## config.mk

```make
export PLATFORM = sky130hd
export DESIGN_NAME = axi_lite_write_slave
export DESIGN_NICKNAME = d
export VERILOG_FILES = /design/src/rtl/axi_lite_pkg.sv /design/src/rtl/axi_lite_regfile.sv /design/src/rtl/axi_lite_write_slave.sv
export SDC_FILE = /design/constraint.sdc
export NUM_CORES = 1
export LEC_CHECK = 0
export BUFFER_PORTS_ARGS = -buffer_cell sky130_fd_sc_hd__buf_4
export CORE_UTILIZATION = 45
export CTS_CLUSTER_DIAMETER = 120
export DETAILED_ROUTE_END_ITERATION = 6
export PLACE_DENSITY = 0.77
export SLEW_MARGIN = 20
export SYNTH_ARGS = -nofsm -noshare
export SYNTH_HDL_FRONTEND = slang
export SYNTH_SLANG_ARGS = --single-unit
export TNS_END_PERCENT = 1
```

## constraint.sdc

```tcl
create_clock -name clk -period 3.6 [get_ports clk]
set_input_delay 0.36 -clock clk [delete_from_list [all_inputs] [get_ports clk]]
set_output_delay 0.36 -clock clk [all_outputs]
set_load 0.01 [all_outputs]
```

## src/rtl/axi_lite_pkg.sv

```systemverilog
// Shared AXI-lite response encodings and a small helper for the write slave.
package axi_lite_pkg;

  localparam logic [1:0] RESP_OKAY   = 2'b00;
  localparam logic [1:0] RESP_EXOKAY = 2'b01;
  localparam logic [1:0] RESP_SLVERR = 2'b10;
  localparam logic [1:0] RESP_DECERR = 2'b11;

  // Decoded register hit answers OKAY; anything past the register file is a slave error.
  function automatic logic [1:0] resp_for(input logic in_range);
    return in_range ? RESP_OKAY : RESP_SLVERR;
  endfunction

endpackage

```

## src/rtl/axi_lite_regfile.sv

```systemverilog
// Register storage for the AXI-lite write slave, packed onto a flat bus.
// Byte-lane strobes are honoured when AXI_LITE_WSTRB_EN is defined.
module axi_lite_regfile #(
  parameter int DATA_WD  = 8,
  parameter int NUM_REGS = 16,
  parameter int IDX_WD   = 4
) (
  input  logic                          clk,
  input  logic                          rstn,
  input  logic                          we,
  input  logic [IDX_WD-1:0]             idx,
  input  logic [DATA_WD-1:0]            wdata,
`ifdef AXI_LITE_WSTRB_EN
  input  logic [DATA_WD/8-1:0]          wstrb,
`endif
  output logic [NUM_REGS*DATA_WD-1:0]   reg_flat
);

  for (genvar g = 0; g < NUM_REGS; g++) begin : g_reg
    logic [DATA_WD-1:0] r_val;

    always_ff @(posedge clk or negedge rstn) begin
      if (!rstn) begin
        r_val <= '0;
      end else if (we && (idx == IDX_WD'(g))) begin
`ifdef AXI_LITE_WSTRB_EN
        for (int k = 0; k < DATA_WD/8; k++) begin
          if (wstrb[k]) r_val[k*8 +: 8] <= wdata[k*8 +: 8];
        end
`else
        r_val <= wdata;
`endif
      end
    end

    assign reg_flat[g*DATA_WD +: DATA_WD] = r_val;
  end

endmodule

```

## src/rtl/axi_lite_write_slave.sv

```systemverilog
// AXI-lite write responder: one-beat AW/W buffers, register commit, B response.
// Optional byte strobes via AXI_LITE_WSTRB_EN.
module axi_lite_write_slave
  import axi_lite_pkg::*;
#(
  parameter  int DATA_WD  = 8,
  parameter  int ADDR_WD  = 8,
  parameter  int NUM_REGS = 16,
  localparam int ADDR_LSB = $clog2(DATA_WD/8),
  localparam int IDX_WD   = (NUM_REGS > 1) ? $clog2(NUM_REGS) : 1
) (
  input  logic                          clk,
  input  logic                          rstn,
  input  logic [ADDR_WD-1:0]            awaddr,
  input  logic                          awvalid,
  output logic                          awready,
  input  logic [DATA_WD-1:0]            wdata,
`ifdef AXI_LITE_WSTRB_EN
  input  logic [DATA_WD/8-1:0]          wstrb,
`endif
  input  logic                          wvalid,
  output logic                          wready,
  output logic [1:0]                    bresp,
  output logic                          bvalid,
  input  logic                          bready,
  output logic [NUM_REGS*DATA_WD-1:0]   reg_flat,
  output logic                          wr_pulse,
  output logic [IDX_WD-1:0]             wr_idx
);

  localparam int AIDX_WD = ADDR_WD - ADDR_LSB;
  localparam int CMP_WD  = AIDX_WD + 1;

  logic                 r_init_done;
  logic                 r_aw_full;
  logic                 r_w_full;
  logic [AIDX_WD-1:0]   r_aidx;
  logic [DATA_WD-1:0]   r_wdata;
`ifdef AXI_LITE_WSTRB_EN
  logic [DATA_WD/8-1:0] r_wstrb;
`endif
  logic                 r_bvalid;
  logic [1:0]           r_bresp;
  logic                 r_wr_pulse;
  logic [IDX_WD-1:0]    r_wr_idx;

  logic                 w_aw_fire;
  logic                 w_w_fire;
  logic                 w_commit;
  logic                 w_in_range;
  logic [IDX_WD-1:0]    w_idx;

  assign awready    = r_init_done && !r_aw_full;
  assign wready     = r_init_done && !r_w_full;
  assign w_aw_fire  = awvalid && awready;
  assign w_w_fire   = wvalid && wready;

  // A buffered pair commits only when the B slot is free or draining this cycle.
  assign w_commit   = r_aw_full && r_w_full && (!r_bvalid || bready);
  assign w_in_range = {1'b0, r_aidx} < CMP_WD'(NUM_REGS);
  assign w_idx      = IDX_WD'(r_aidx);

  always_ff @(posedge clk or negedge rstn) begin
    if (!rstn) begin
      r_init_done <= 1'b0;
    end else begin
      r_init_done <= 1'b1;
    end
  end

  always_ff @(posedge clk or negedge rstn) begin
    if (!rstn) begin
      r_aw_full <= 1'b0;
      r_aidx    <= '0;
    end else if (w_aw_fire) begin
      r_aw_full <= 1'b1;
      r_aidx    <= awaddr[ADDR_WD-1:ADDR_LSB];
    end else if (w_commit) begin
      r_aw_full <= 1'b0;
    end
  end

  always_ff @(posedge clk or negedge rstn) begin
    if (!rstn) begin
      r_w_full <= 1'b0;
      r_wdata  <= '0;
`ifdef AXI_LITE_WSTRB_EN
      r_wstrb  <= '0;
`endif
    end else if (w_w_fire) begin
      r_w_full <= 1'b1;
      r_wdata  <= wdata;
`ifdef AXI_LITE_WSTRB_EN
      r_wstrb  <= wstrb;
`endif
    end else if (w_commit) begin
      r_w_full <= 1'b0;
    end
  end

  // bresp only moves on a commit, so it holds while a response is stalled.
  always_ff @(posedge clk or negedge rstn) begin
    if (!rstn) begin
      r_bvalid   <= 1'b0;
      r_bresp    <= RESP_OKAY;
      r_wr_pulse <= 1'b0;
      r_wr_idx   <= '0;
    end else begin
      r_wr_pulse <= w_commit && w_in_range;
      if (w_commit) begin
        r_bvalid <= 1'b1;
        r_bresp  <= resp_for(w_in_range);
        if (w_in_range) r_wr_idx <= w_idx;
      end else if (bready) begin
        r_bvalid <= 1'b0;
      end
    end
  end

  assign bvalid   = r_bvalid;
  assign bresp    = r_bresp;
  assign wr_pulse = r_wr_pulse;
  assign wr_idx   = r_wr_idx;

  axi_lite_regfile #(
    .DATA_WD  (DATA_WD),
    .NUM_REGS (NUM_REGS),
    .IDX_WD   (IDX_WD)
  ) u_regfile (
    .clk      (clk),
    .rstn     (rstn),
    .we       (w_commit && w_in_range),
    .idx      (w_idx),
    .wdata    (r_wdata),
`ifdef AXI_LITE_WSTRB_EN
    .wstrb    (r_wstrb),
`endif
    .reg_flat (reg_flat)
  );

endmodule

```

# Word level (Yosys, flattened, before mapping)
# Index checks and enable logic that the tools add are counted.
[word_totals]
regBits = 155
wordCells = 79
[op_classes]
reduce_logical = 32
n_mux = 6
eq_ne = 15
magnitude_cmp = 1
[ops]
columns = ["op", "n"]
rows = [
  ["$eq A4 B4 Y1 const B", 8],
  ["$logic_and A1 B1 Y1", 23],
  ["$eq A4 B3 Y1 const B", 4],
  ["$eq A4 B2 Y1 const B", 2],
  ["$lt A8 B5 Y1 const B", 1],
  ["$reduce_bool A2 Y1", 3],
  ["$mux W1", 5],
  ["$eq A4 B1 Y1 const B", 1],
  ["$logic_not A4 Y1", 1],
  ["$logic_not A1 Y1", 3],
  ["$mux W2", 1],
  ["$reduce_and A2 Y1", 1],
  ["$logic_or A1 B1 Y1", 1],
]

# Longest topological paths before layout
# Gate-level depths: netlist of the first run.
[logic_depth]
word_depth = 5
depth_mapped = 6
depth_no_buf = 4

# By module
# A second synthesis of the first run with hierarchy kept.
[hier_totals]
cells_unflattened = 357
hier_area_um2 = 5929.4
[modules_own_cells]
columns = ["mod", "seq_area_each_um2", "area_per_inst_um2", "n_inst", "cells_each"]
rows = [
  ["axi_lite_regfile", 3203.1, 4943.5, 1, 294],
  ["axi_lite_write_slave", 650.6, 985.9, 1, 63],
]

# Least setup slack after synthesis of the first run
# No wires, ideal clock.
[synth_timing]
path_type = "register -> register"
start = "register r_aidx[5]"
end = "register u_regfile.g_reg[11].r_val[0]"
path_stages_with_launch = 5
arrival_ns = 1.671
required_time_ns = 3.475
setup_slack_ns = 1.804
setup_time_ns = 0.125
n_path_buf = 1
path_cell_list = "dfrtp_1 -> nor4_4 -> and4_1 -> buf_2 -> mux2_2"
[synth_between]
elab_chain_len = 3
[synth_lines]
columns = ["item", "line_no", "source"]
rows = [
  ["from (decl)", "axi_lite_write_slave.sv:37", "logic [AIDX_WD-1:0] r_aidx;"],
  ["from (signal assigned)", "axi_lite_write_slave.sv:77", "r_aidx <= awaddr[ADDR_WD-1:ADDR_LSB];"],
  ["$lt A8 B5 Y1", "axi_lite_write_slave.sv:60", "assign w_in_range = {1'b0, r_aidx} < CMP_WD'(NUM_REGS);"],
  ["$logic_and A1 B1 Y1", "axi_lite_write_slave.sv:132", ".we (w_commit && w_in_range),"],
  ["$logic_and A1 B1 Y1", "axi_lite_regfile.sv:25", "end else if (we && (idx == IDX_WD'(g))) begin"],
  ["to (signal assigned)", "axi_lite_regfile.sv:31", "r_val <= wdata;"],
  ["to (decl)", "axi_lite_regfile.sv:20", "logic [DATA_WD-1:0] r_val;"],
]
# Every way passes these cells.
# A chain may end at the register's enable or synchronous reset.

# Worst setup path after layout of the first run
[layout_timing]
start = "register r_aidx[5]"
end = "register u_regfile.g_reg[15].r_val[0]"
[layout_between]
elab_chain_len = 3
[layout_lines]
columns = ["item", "line_no"]
rows = [
  ["$lt A8 B5 Y1", "axi_lite_write_slave.sv:60"],
  ["$logic_and A1 B1 Y1", "axi_lite_write_slave.sv:132"],
  ["$logic_and A1 B1 Y1", "axi_lite_regfile.sv:25"],
  ["to (signal assigned)", "axi_lite_regfile.sv:31"],
  ["to (decl)", "axi_lite_regfile.sv:20"],
]
# Every way passes these cells.

==> impl_metrics.prom, run 1 <==
# TYPE chip_impl_metric gauge
chip_impl_metric{name="numCtsBuffers",unit=""} 17
chip_impl_metric{name="post-route-period-util",unit="%"} 60.40
chip_impl_metric{name="yosys_warnings",unit=""} 0
chip_impl_info{name="worstSetupEndpointType",value="flop"} 1
chip_impl_metric{name="die_y",unit="µm"} 119.3
chip_impl_metric{name="p_comb_share",unit="%"} 24.3
chip_impl_metric{name="maximum_vdd_ir_drop",unit="mV"} 0.5220
chip_impl_metric{name="ios",unit=""} 159
chip_impl_metric{name="clock_power_share",unit="%"} 29.7
chip_impl_metric{name="clk_pin_slew_worst_paths",unit="ns"} 0.06
chip_impl_metric{name="placement.io_buffers",unit=""} 157
chip_impl_metric{name="relSlewSlack",unit="%"} 50.24
chip_impl_metric{name="total_power",unit="mW"} 6.042
chip_impl_metric{name="average_wire_per_cell_in_the_routed_design",unit="µm"} 19.40
chip_impl_metric{name="swShare",unit="%"} 32.48
chip_impl_metric{name="drt_pre_antenna_iters",unit=""} 4
chip_impl_metric{name="postCtsResizedCells",unit=""} 0
chip_impl_metric{name="start_util",unit="%"} 46.36
chip_impl_metric{name="post_route_cells_drive_above_1_share",unit="%"} 66.00
chip_impl_metric{name="seq_power_share",unit="%"} 46.0
chip_impl_metric{name="grt_pass1_wl",unit="µm"} 21970
chip_impl_metric{name="post_synth_num_cell_types",unit=""} 25
chip_impl_info{name="unrepaired_setup_endpoints_after_global_routing",value="no"} 1
chip_impl_metric{name="power_density",unit="nW/µm²"} 742.4
chip_impl_metric{name="htreeDepth",unit=""} 4
chip_impl_metric{name="ys_seq_area_share",unit="%"} 62.27
chip_impl_metric{name="global_route_usage_sum",unit="%"} 20.84
chip_impl_metric{name="mappedNetlistArea",unit="µm²"} 6188
chip_impl_metric{name="place.gp.congestion",unit=""} 0.7389
chip_impl_info{name="synth_area_leader_cell",value="sky130_fd_sc_hd__dfrtp_1"} 1
chip_impl_metric{name="placed_cells",unit=""} 689
chip_impl_info{name="kind_of_launch_point_of_the_worst_setup_path",value="flop"} 1
chip_impl_metric{name="layout.cells.non_filler",unit=""} 723
chip_impl_metric{name="internal-power",unit="mW"} 4.079
chip_impl_metric{name="final-max-slew-violation-count",unit=""} 0
chip_impl_metric{name="clock.fmax",unit="MHz"} 459.9
chip_impl_metric{name="syn_area_per_cell",unit="µm²"} 16.64
chip_impl_metric{name="setup_violations",unit=""} 0
chip_impl_info{name="outcome",value="completed"} 1
chip_impl_metric{name="max_cap_viol_count",unit=""} 0
chip_impl_metric{name="number_of_endpoints_with_negative_hold_slack_in_the_final_report",unit=""} 0
chip_impl_metric{name="required",unit="ns"} 3.90
chip_impl_metric{name="grt_overflow",unit=""} 0
chip_impl_metric{name="net-switching-power",unit="mW"} 1.962
chip_impl_metric{name="timing.hold.ws",unit="ns"} 0.1710
chip_impl_metric{name="post-dp-hpwl",unit="µm"} 9673
chip_impl_metric{name="clock_insertion_delay_worst_skew",unit="ns"} 0.42
chip_impl_info{name="tritoncts",value="yes"} 1
chip_impl_metric{name="detail-route-antenna-nets",unit=""} 0
chip_impl_metric{name="routed-via-count",unit=""} 3800
chip_impl_info{name="dominantRegCellSynth",value="sky130_fd_sc_hd__dfrtp_1"} 1
chip_impl_metric{name="worst_clock_skew",unit="ns"} 0.008481
chip_impl_metric{name="core-area",unit="µm²"} 13350
chip_impl_metric{name="die_width",unit="µm"} 119.3
chip_impl_info{name="ys_top_cells_by_area",value="sky130_fd_sc_hd__dfrtp_1 62%, sky130_fd_sc_hd__mux2_2 27%, sky130_fd_sc_hd__nand4_4 3.1%"} 1
chip_impl_metric{name="timing_worst_slew_pin_value",unit="ns"} 0.7464
chip_impl_metric{name="critPathArrivalTime",unit="ns"} 2.47
chip_impl_metric{name="totalWireLength",unit="µm"} 14030
chip_impl_info{name="cts_root_buffer",value="sky130_fd_sc_hd__clkbuf_16"} 1
chip_impl_metric{name="netlist_instances",unit=""} 372
chip_impl_metric{name="clock_path_buffers",unit=""} 2
chip_impl_metric{name="avgViaCountPerCell",unit=""} 5.256
chip_impl_metric{name="mappedNetlistNets",unit=""} 393
chip_impl_metric{name="largest_net_degree_at_the_start_of_global_routing",unit=""} 112
chip_impl_metric{name="first_global_vias",unit=""} 3860
chip_impl_metric{name="finalSetupTns",unit="ns"} 0
chip_impl_metric{name="grt_antenna_before_repair",unit=""} 0
chip_impl_metric{name="drc_errors",unit=""} 0
chip_impl_metric{name="die-area",unit="µm²"} 14230
chip_impl_metric{name="drt_iter0_markers",unit=""} 175
chip_impl_metric{name="timing.final.crit_period",unit="ns"} 2.174
chip_impl_info{name="crit_type",value="flop to flop"} 1
chip_impl_info{name="most_used_standard_cells_in_the_synthesized_netlist",value="154 x sky130_fd_sc_hd__dfrtp_1, 148 x sky130_fd_sc_hd__mux2_2, 13 x sky130_fd_sc_hd__buf_2"} 1
chip_impl_metric{name="synth_enable_flop_cells",unit=""} 0
chip_impl_metric{name="antennaDiodeCount",unit=""} 0
chip_impl_metric{name="fin_nets",unit=""} 555
chip_impl_metric{name="cp_max_fo",unit=""} 14
chip_impl_info{name="most_used_standard_cell_by_instance_count_after_synthesis",value="sky130_fd_sc_hd__dfrtp_1"} 1
chip_impl_metric{name="postSynthRegisterBits",unit=""} 154
chip_impl_metric{name="floorplan.rows",unit=""} 42
chip_impl_metric{name="layout_area_overhead",unit="%"} 31.50
chip_impl_info{name="hold_class",value="primary input to flop"} 1
chip_impl_metric{name="leakage",unit="nW"} 4.332
chip_impl_metric{name="yosysTopAreaCellShare",unit="%"} 62.27
chip_impl_metric{name="clock-sinks",unit=""} 154
chip_impl_metric{name="synth_async_sr_flop_share",unit="%"} 100.0
-- cell usage in the layout, fill, tap and decap left out, types with 5 or more instances in the layout --
cell type	n
sky130_fd_sc_hd__nand2_1	5
sky130_fd_sc_hd__mux2_2	148
sky130_fd_sc_hd__nand4_4	9
sky130_fd_sc_hd__dfrtp_1	154
sky130_fd_sc_hd__buf_4	160
sky130_fd_sc_hd__nand4_2	5
sky130_fd_sc_hd__clkbuf_16	17
-- cell families after synthesis --
logic type / Yosys count / share of synthesized area, %
DFF: 154 / 62.27
muxes: 148 / 26.93
and+or+nand+nor: 44 / 8.168
buffers and inverters: 21 / 2.143
AOI/OAI and AO/OA: 3 / 0.3639
other: 2 / 0.1214
-- timing repair --
item,in CTS,in global routing
hold endpoints to repair,0,26
hold buffers,0,1
buffers inserted,0,0
-- flip-flops by register name, summed over array words and instances (netlist names) --
name and cells:
bvalid 1, wr_idx 4, bresp 1, r_aidx 8, r_wdata 8, r_aw_full 1, wr_pulse 1, r_init_done 1
r_w_full 1, u_regfile.g.r_val 128
-- final timing paths --
path                                                                  to  slack [ns]  cells past startpoint                                      from
worst min-delay path                               r_aidx[5]$_DFFE_PN0P_        0.17                      2                                 awaddr[5]
min in group asynchronous        u_regfile.g_reg[3].r_val[3]$_DFFE_PN0P_        0.38                      2                                      rstn
worst min register to register  u_regfile.g_reg[12].r_val[4]$_DFFE_PN0P_        0.51                      1  u_regfile.g_reg[12].r_val[4]$_DFFE_PN0P_
max in group asynchronous        u_regfile.g_reg[7].r_val[1]$_DFFE_PN0P_        2.19                      4                                      rstn
worst max register to register  u_regfile.g_reg[15].r_val[0]$_DFFE_PN0P_        1.43                      4                     r_aidx[5]$_DFFE_PN0P_
worst max-delay path            u_regfile.g_reg[15].r_val[0]$_DFFE_PN0P_        1.43                      4                     r_aidx[5]$_DFFE_PN0P_
-- critical path, stage by stage, from the launching register on --
cell and delay [ns]:
sky130_fd_sc_hd__dfrtp_1 0.41, sky130_fd_sc_hd__nor4_4 0.41, sky130_fd_sc_hd__buf_4 0.37, sky130_fd_sc_hd__and4_1 0.46
sky130_fd_sc_hd__mux2_2 0.39
-- metrics by stage --
stage | cell area [µm²] | setup slack [ns] | util [%]
6_report | 8138 | 1.426 | 60.97
5_1_grt | 8138 | 1.351 | 60.97
4_1_cts | 8100 | 1.407 | 60.69
3_5_place_dp | 7495 | 1.429 | 56.15
3_3_place_gp | 7495 | 1.502 | 56.15
2_1_floorplan | 6188 | 1.804 | -
-- cell type report --
type / instances / area [µm²]
Clock buffer: 20 / 466.7
Clock inverter: 12 / 138.9
Fill cell: 1019 / 5210
Inverter: 1 / 3.754
Multi-Input combinational cell: 197 / 2205
Sequential cell: 154 / 3854
Tap cell: 176 / 220.2
Timing Repair Buffer: 163 / 1250
-- power groups by stage --
stage / combinational (mW) / sequential (mW) / clock [mW]
after detailed placement: 1.48 / 2.81 / 0
after CTS: 1.49 / 2.79 / 1.82
after global placement: 1.43 / 2.79 / 0
final: 1.47 / 2.78 / 1.79
after floorplan: 0.816 / 2.62 / 0
after global routing: 1.57 / 2.86 / 1.90
-- layer usage --
layer | track usage (%) | wire length [µm] | vias up
li1 | - | - | 1693
met1 | 26.95 | 6263 | 1968
met2 | 33.18 | 6758 | 123
met3 | 6.944 | 799 | 16
met4 | 6.408 | 205 | 0
met5 | 0 | 0 | -
Power figures use the tool's default switching activity.
==> run 2, diff against run 1 <==
Clock period 3.6 ns to 2.2 ns, I/O delays scaled along.
==> run 2 against run 1 <==
Effect of this change: core utilization is 0.23 points higher; sequential share of layout area is 0.18 points lower; register-to-register slack worse by 1.1 ns; total power rose by 66%; final cell count is 0.28% higher; worst hold slack got worse by 0.14 ns; first-iteration DRC count increased by 5.7%; sequential cell count stayed put; maximum frequency is 13% higher; global-route usage increased by 0.55 points; setup slack lost 1.1 ns; sequential power up 64%; critical path type unchanged.
==> impl_metrics.prom, run 2 (synthesized netlist as in run 1, its figures left out) <==
# TYPE chip_impl_metric gauge
chip_impl_metric{name="timing.final.crit_period",unit="ns"} 1.920
chip_impl_metric{name="nFillCells",unit=""} 1023
chip_impl_metric{name="grt_pass1_wl",unit="µm"} 22560
chip_impl_metric{name="total_power",unit="mW"} 10.01
chip_impl_metric{name="timing_worst_slew_pin_value",unit="ns"} 0.7585
chip_impl_metric{name="post-route-period-util",unit="%"} 87.27
chip_impl_metric{name="clock_insertion_delay_worst_skew",unit="ns"} 0.42
chip_impl_metric{name="post_route_cells_drive_above_1_share",unit="%"} 66.12
chip_impl_metric{name="die-area",unit="µm²"} 14230
chip_impl_metric{name="htreeDepth",unit=""} 4
chip_impl_metric{name="cp_max_fo",unit=""} 18
chip_impl_info{name="tritoncts",value="yes"} 1
chip_impl_info{name="cts_root_buffer",value="sky130_fd_sc_hd__clkbuf_16"} 1
chip_impl_metric{name="post_route_cell_area",unit="µm²"} 8169
chip_impl_metric{name="maximum_vdd_ir_drop",unit="mV"} 0.8785
chip_impl_metric{name="floorplan.rows",unit=""} 42
chip_impl_info{name="layout.cells.most_common",value="sky130_fd_sc_hd__buf_4"} 1
chip_impl_metric{name="max_cap_viol_count",unit=""} 0
chip_impl_metric{name="grt_antenna_before_repair",unit=""} 0
chip_impl_metric{name="average_wire_per_cell_in_the_routed_design",unit="µm"} 19.64
chip_impl_metric{name="post_cts_buffers",unit=""} 0
chip_impl_metric{name="worst-r2r-cell-count",unit=""} 3
chip_impl_metric{name="numCtsBuffers",unit=""} 17
chip_impl_metric{name="placed_cells",unit=""} 693
chip_impl_metric{name="required",unit="ns"} 2.50
chip_impl_metric{name="clock.fmax",unit="MHz"} 520.9
chip_impl_metric{name="first_global_vias",unit=""} 3883
chip_impl_metric{name="finalSetupTns",unit="ns"} 0
chip_impl_metric{name="die_y",unit="µm"} 119.3
chip_impl_info{name="r2r-end",value="u_regfile.g_reg[12].r_val[2]$_DFFE_PN0P_"} 1
chip_impl_metric{name="leakage",unit="nW"} 4.350
chip_impl_info{name="crit_end",value="u_regfile.g_reg[12].r_val[2]$_DFFE_PN0P_"} 1
chip_impl_metric{name="power_density",unit="nW/µm²"} 1225
chip_impl_metric{name="layout_setup_ws",unit="ns"} 0.2801
chip_impl_metric{name="critPathArrivalTime",unit="ns"} 2.22
chip_impl_metric{name="global_route_usage_sum",unit="%"} 21.39
chip_impl_info{name="timing.rr.start",value="r_aidx[3]$_DFFE_PN0P_"} 1
chip_impl_info{name="reg_top3",value="u_regfile.g.r_val (128), r_aidx (8), r_wdata (8)"} 1
chip_impl_metric{name="clk_pin_slew_worst_paths",unit="ns"} 0.06
chip_impl_metric{name="dp_worst_setup_slack",unit="ns"} 0.2870
chip_impl_metric{name="relSlewSlack",unit="%"} 49.43
chip_impl_metric{name="worst_clock_skew",unit="ns"} 0.008122
chip_impl_metric{name="drc_errors",unit=""} 0
chip_impl_info{name="outcome",value="completed"} 1
chip_impl_metric{name="setup.reg_to_reg.worst_slack",unit="ns"} 0.28
chip_impl_metric{name="largest_net_degree_at_the_start_of_global_routing",unit=""} 59
chip_impl_metric{name="layout.cells.non_filler",unit=""} 725
chip_impl_info{name="crit_type",value="flop to flop"} 1
chip_impl_metric{name="largest_reg_flops",unit=""} 128
chip_impl_metric{name="detail-route-antenna-nets",unit=""} 0
chip_impl_info{name="worstSetupEndpointType",value="flop"} 1
chip_impl_metric{name="antennaDiodeCount",unit=""} 0
chip_impl_metric{name="start_util",unit="%"} 46.36
chip_impl_info{name="hold_class",value="primary input to flop"} 1
chip_impl_metric{name="die_width",unit="µm"} 119.3
chip_impl_metric{name="number_of_endpoints_with_negative_hold_slack_in_the_final_report",unit=""} 0
chip_impl_metric{name="clock_path_buffers",unit=""} 2
chip_impl_metric{name="fin_nets",unit=""} 558
chip_impl_metric{name="totalWireLength",unit="µm"} 14240
chip_impl_metric{name="routed-via-count",unit=""} 3793
chip_impl_metric{name="avgViaCountPerCell",unit=""} 5.232
chip_impl_info{name="kind_of_launch_point_of_the_worst_setup_path",value="flop"} 1
chip_impl_metric{name="final-seq-area",unit="µm²"} 3854
chip_impl_metric{name="post-dp-hpwl",unit="µm"} 9709
chip_impl_metric{name="grt_overflow",unit=""} 0
chip_impl_metric{name="setup_violations",unit=""} 0
chip_impl_metric{name="placed_cell_area",unit="µm²"} 7550
chip_impl_metric{name="multi_input_comb_area",unit="µm²"} 2205
chip_impl_metric{name="final-max-slew-violation-count",unit=""} 0
chip_impl_metric{name="layout_area_overhead",unit="%"} 32.01
chip_impl_metric{name="drt_iter0_markers",unit=""} 185
chip_impl_metric{name="clock-sinks",unit=""} 154
chip_impl_metric{name="timing.hold.ws",unit="ns"} 0.02825
chip_impl_metric{name="core-area",unit="µm²"} 13350
chip_impl_info{name="unrepaired_setup_endpoints_after_global_routing",value="no"} 1
chip_impl_metric{name="drt_pre_antenna_iters",unit=""} 4
chip_impl_metric{name="place.gp.congestion",unit=""} 0.7024
chip_impl_metric{name="layout.core_utilization",unit="%"} 61.20
chip_impl_info{name="critPathLaunch",value="r_aidx[3]$_DFFE_PN0P_"} 1
chip_impl_metric{name="placement.io_buffers",unit=""} 157
chip_impl_info{name="layout.cells.most_common_list",value="162 x sky130_fd_sc_hd__buf_4, 154 x sky130_fd_sc_hd__dfrtp_1, 148 x sky130_fd_sc_hd__mux2_2, 17 x sky130_fd_sc_hd__clkbuf_16, 9 x sky130_fd_sc_hd__nand4_4"} 1
chip_impl_metric{name="ios",unit=""} 159
chip_impl_info{name="max_flop_register",value="u_regfile.g.r_val"} 1
-- run 2: timing repair --
action	4_1_cts	5_1_grt
hold buffers	1	0
endpoints found under the hold margin	42	0
resized for setup	0	0
-- run 2: final cells by class --
cell class | instances | share of cell area, %
sequential | 154 | 47.17
timing repair buffer | 166 | 15.64
clock buffer | 20 | 5.713
inverter | 1 | 0.04595
multi-input combinational | 197 | 26.99
clock inverter | 11 | 1.746
tap | 176 | 2.696
-- run 2: power by group --
part	switching [mW]	leakage, nW	internal, mW
clock network	1.11	0.298	1.86
registers	1.04	2.09	3.53
logic	1.06	1.96	1.40
-- run 2: worst max-delay path, cell delays in order, from the launching register on --
cell	delay (ns)
sky130_fd_sc_hd__dfrtp_1	0.65
sky130_fd_sc_hd__nor4bb_1	0.55
sky130_fd_sc_hd__nand4_4	0.26
sky130_fd_sc_hd__mux2_2	0.33
-- run 2: per-layer routing --
| metal | global-route usage, % | up-vias | share of wire [%] |
|---|---|---|---|
| met5 | 0 | - | 0 |
| met1 | 28.54 | 1967 | 45 |
| met4 | 7.120 | 0 | 1.3 |
| li1 | - | 1683 | - |
| met2 | 33.32 | 123 | 47 |
| met3 | 6.418 | 20 | 6.0 |
-- run 2: how the worst min path moves through the flow --
stage / startpoint / end / slack, ns / depth (start not counted)
2_1_floorplan: rstn / bresp[1]$_DFFE_PN0P_ / -0.08 / 0
3_3_place_gp: rstn / u_regfile.g_reg[12].r_val[2]$_DFFE_PN0P_ / 0.16 / 1
3_5_place_dp: rstn / u_regfile.g_reg[12].r_val[2]$_DFFE_PN0P_ / 0.17 / 1
4_1_cts: wdata[5] / r_wdata[5]$_DFFE_PN0P_ / 0.01 / 2
5_1_grt: wdata[3] / r_wdata[3]$_DFFE_PN0P_ / 0.02 / 2
6_report: wdata[5] / r_wdata[5]$_DFFE_PN0P_ / 0.03 / 2
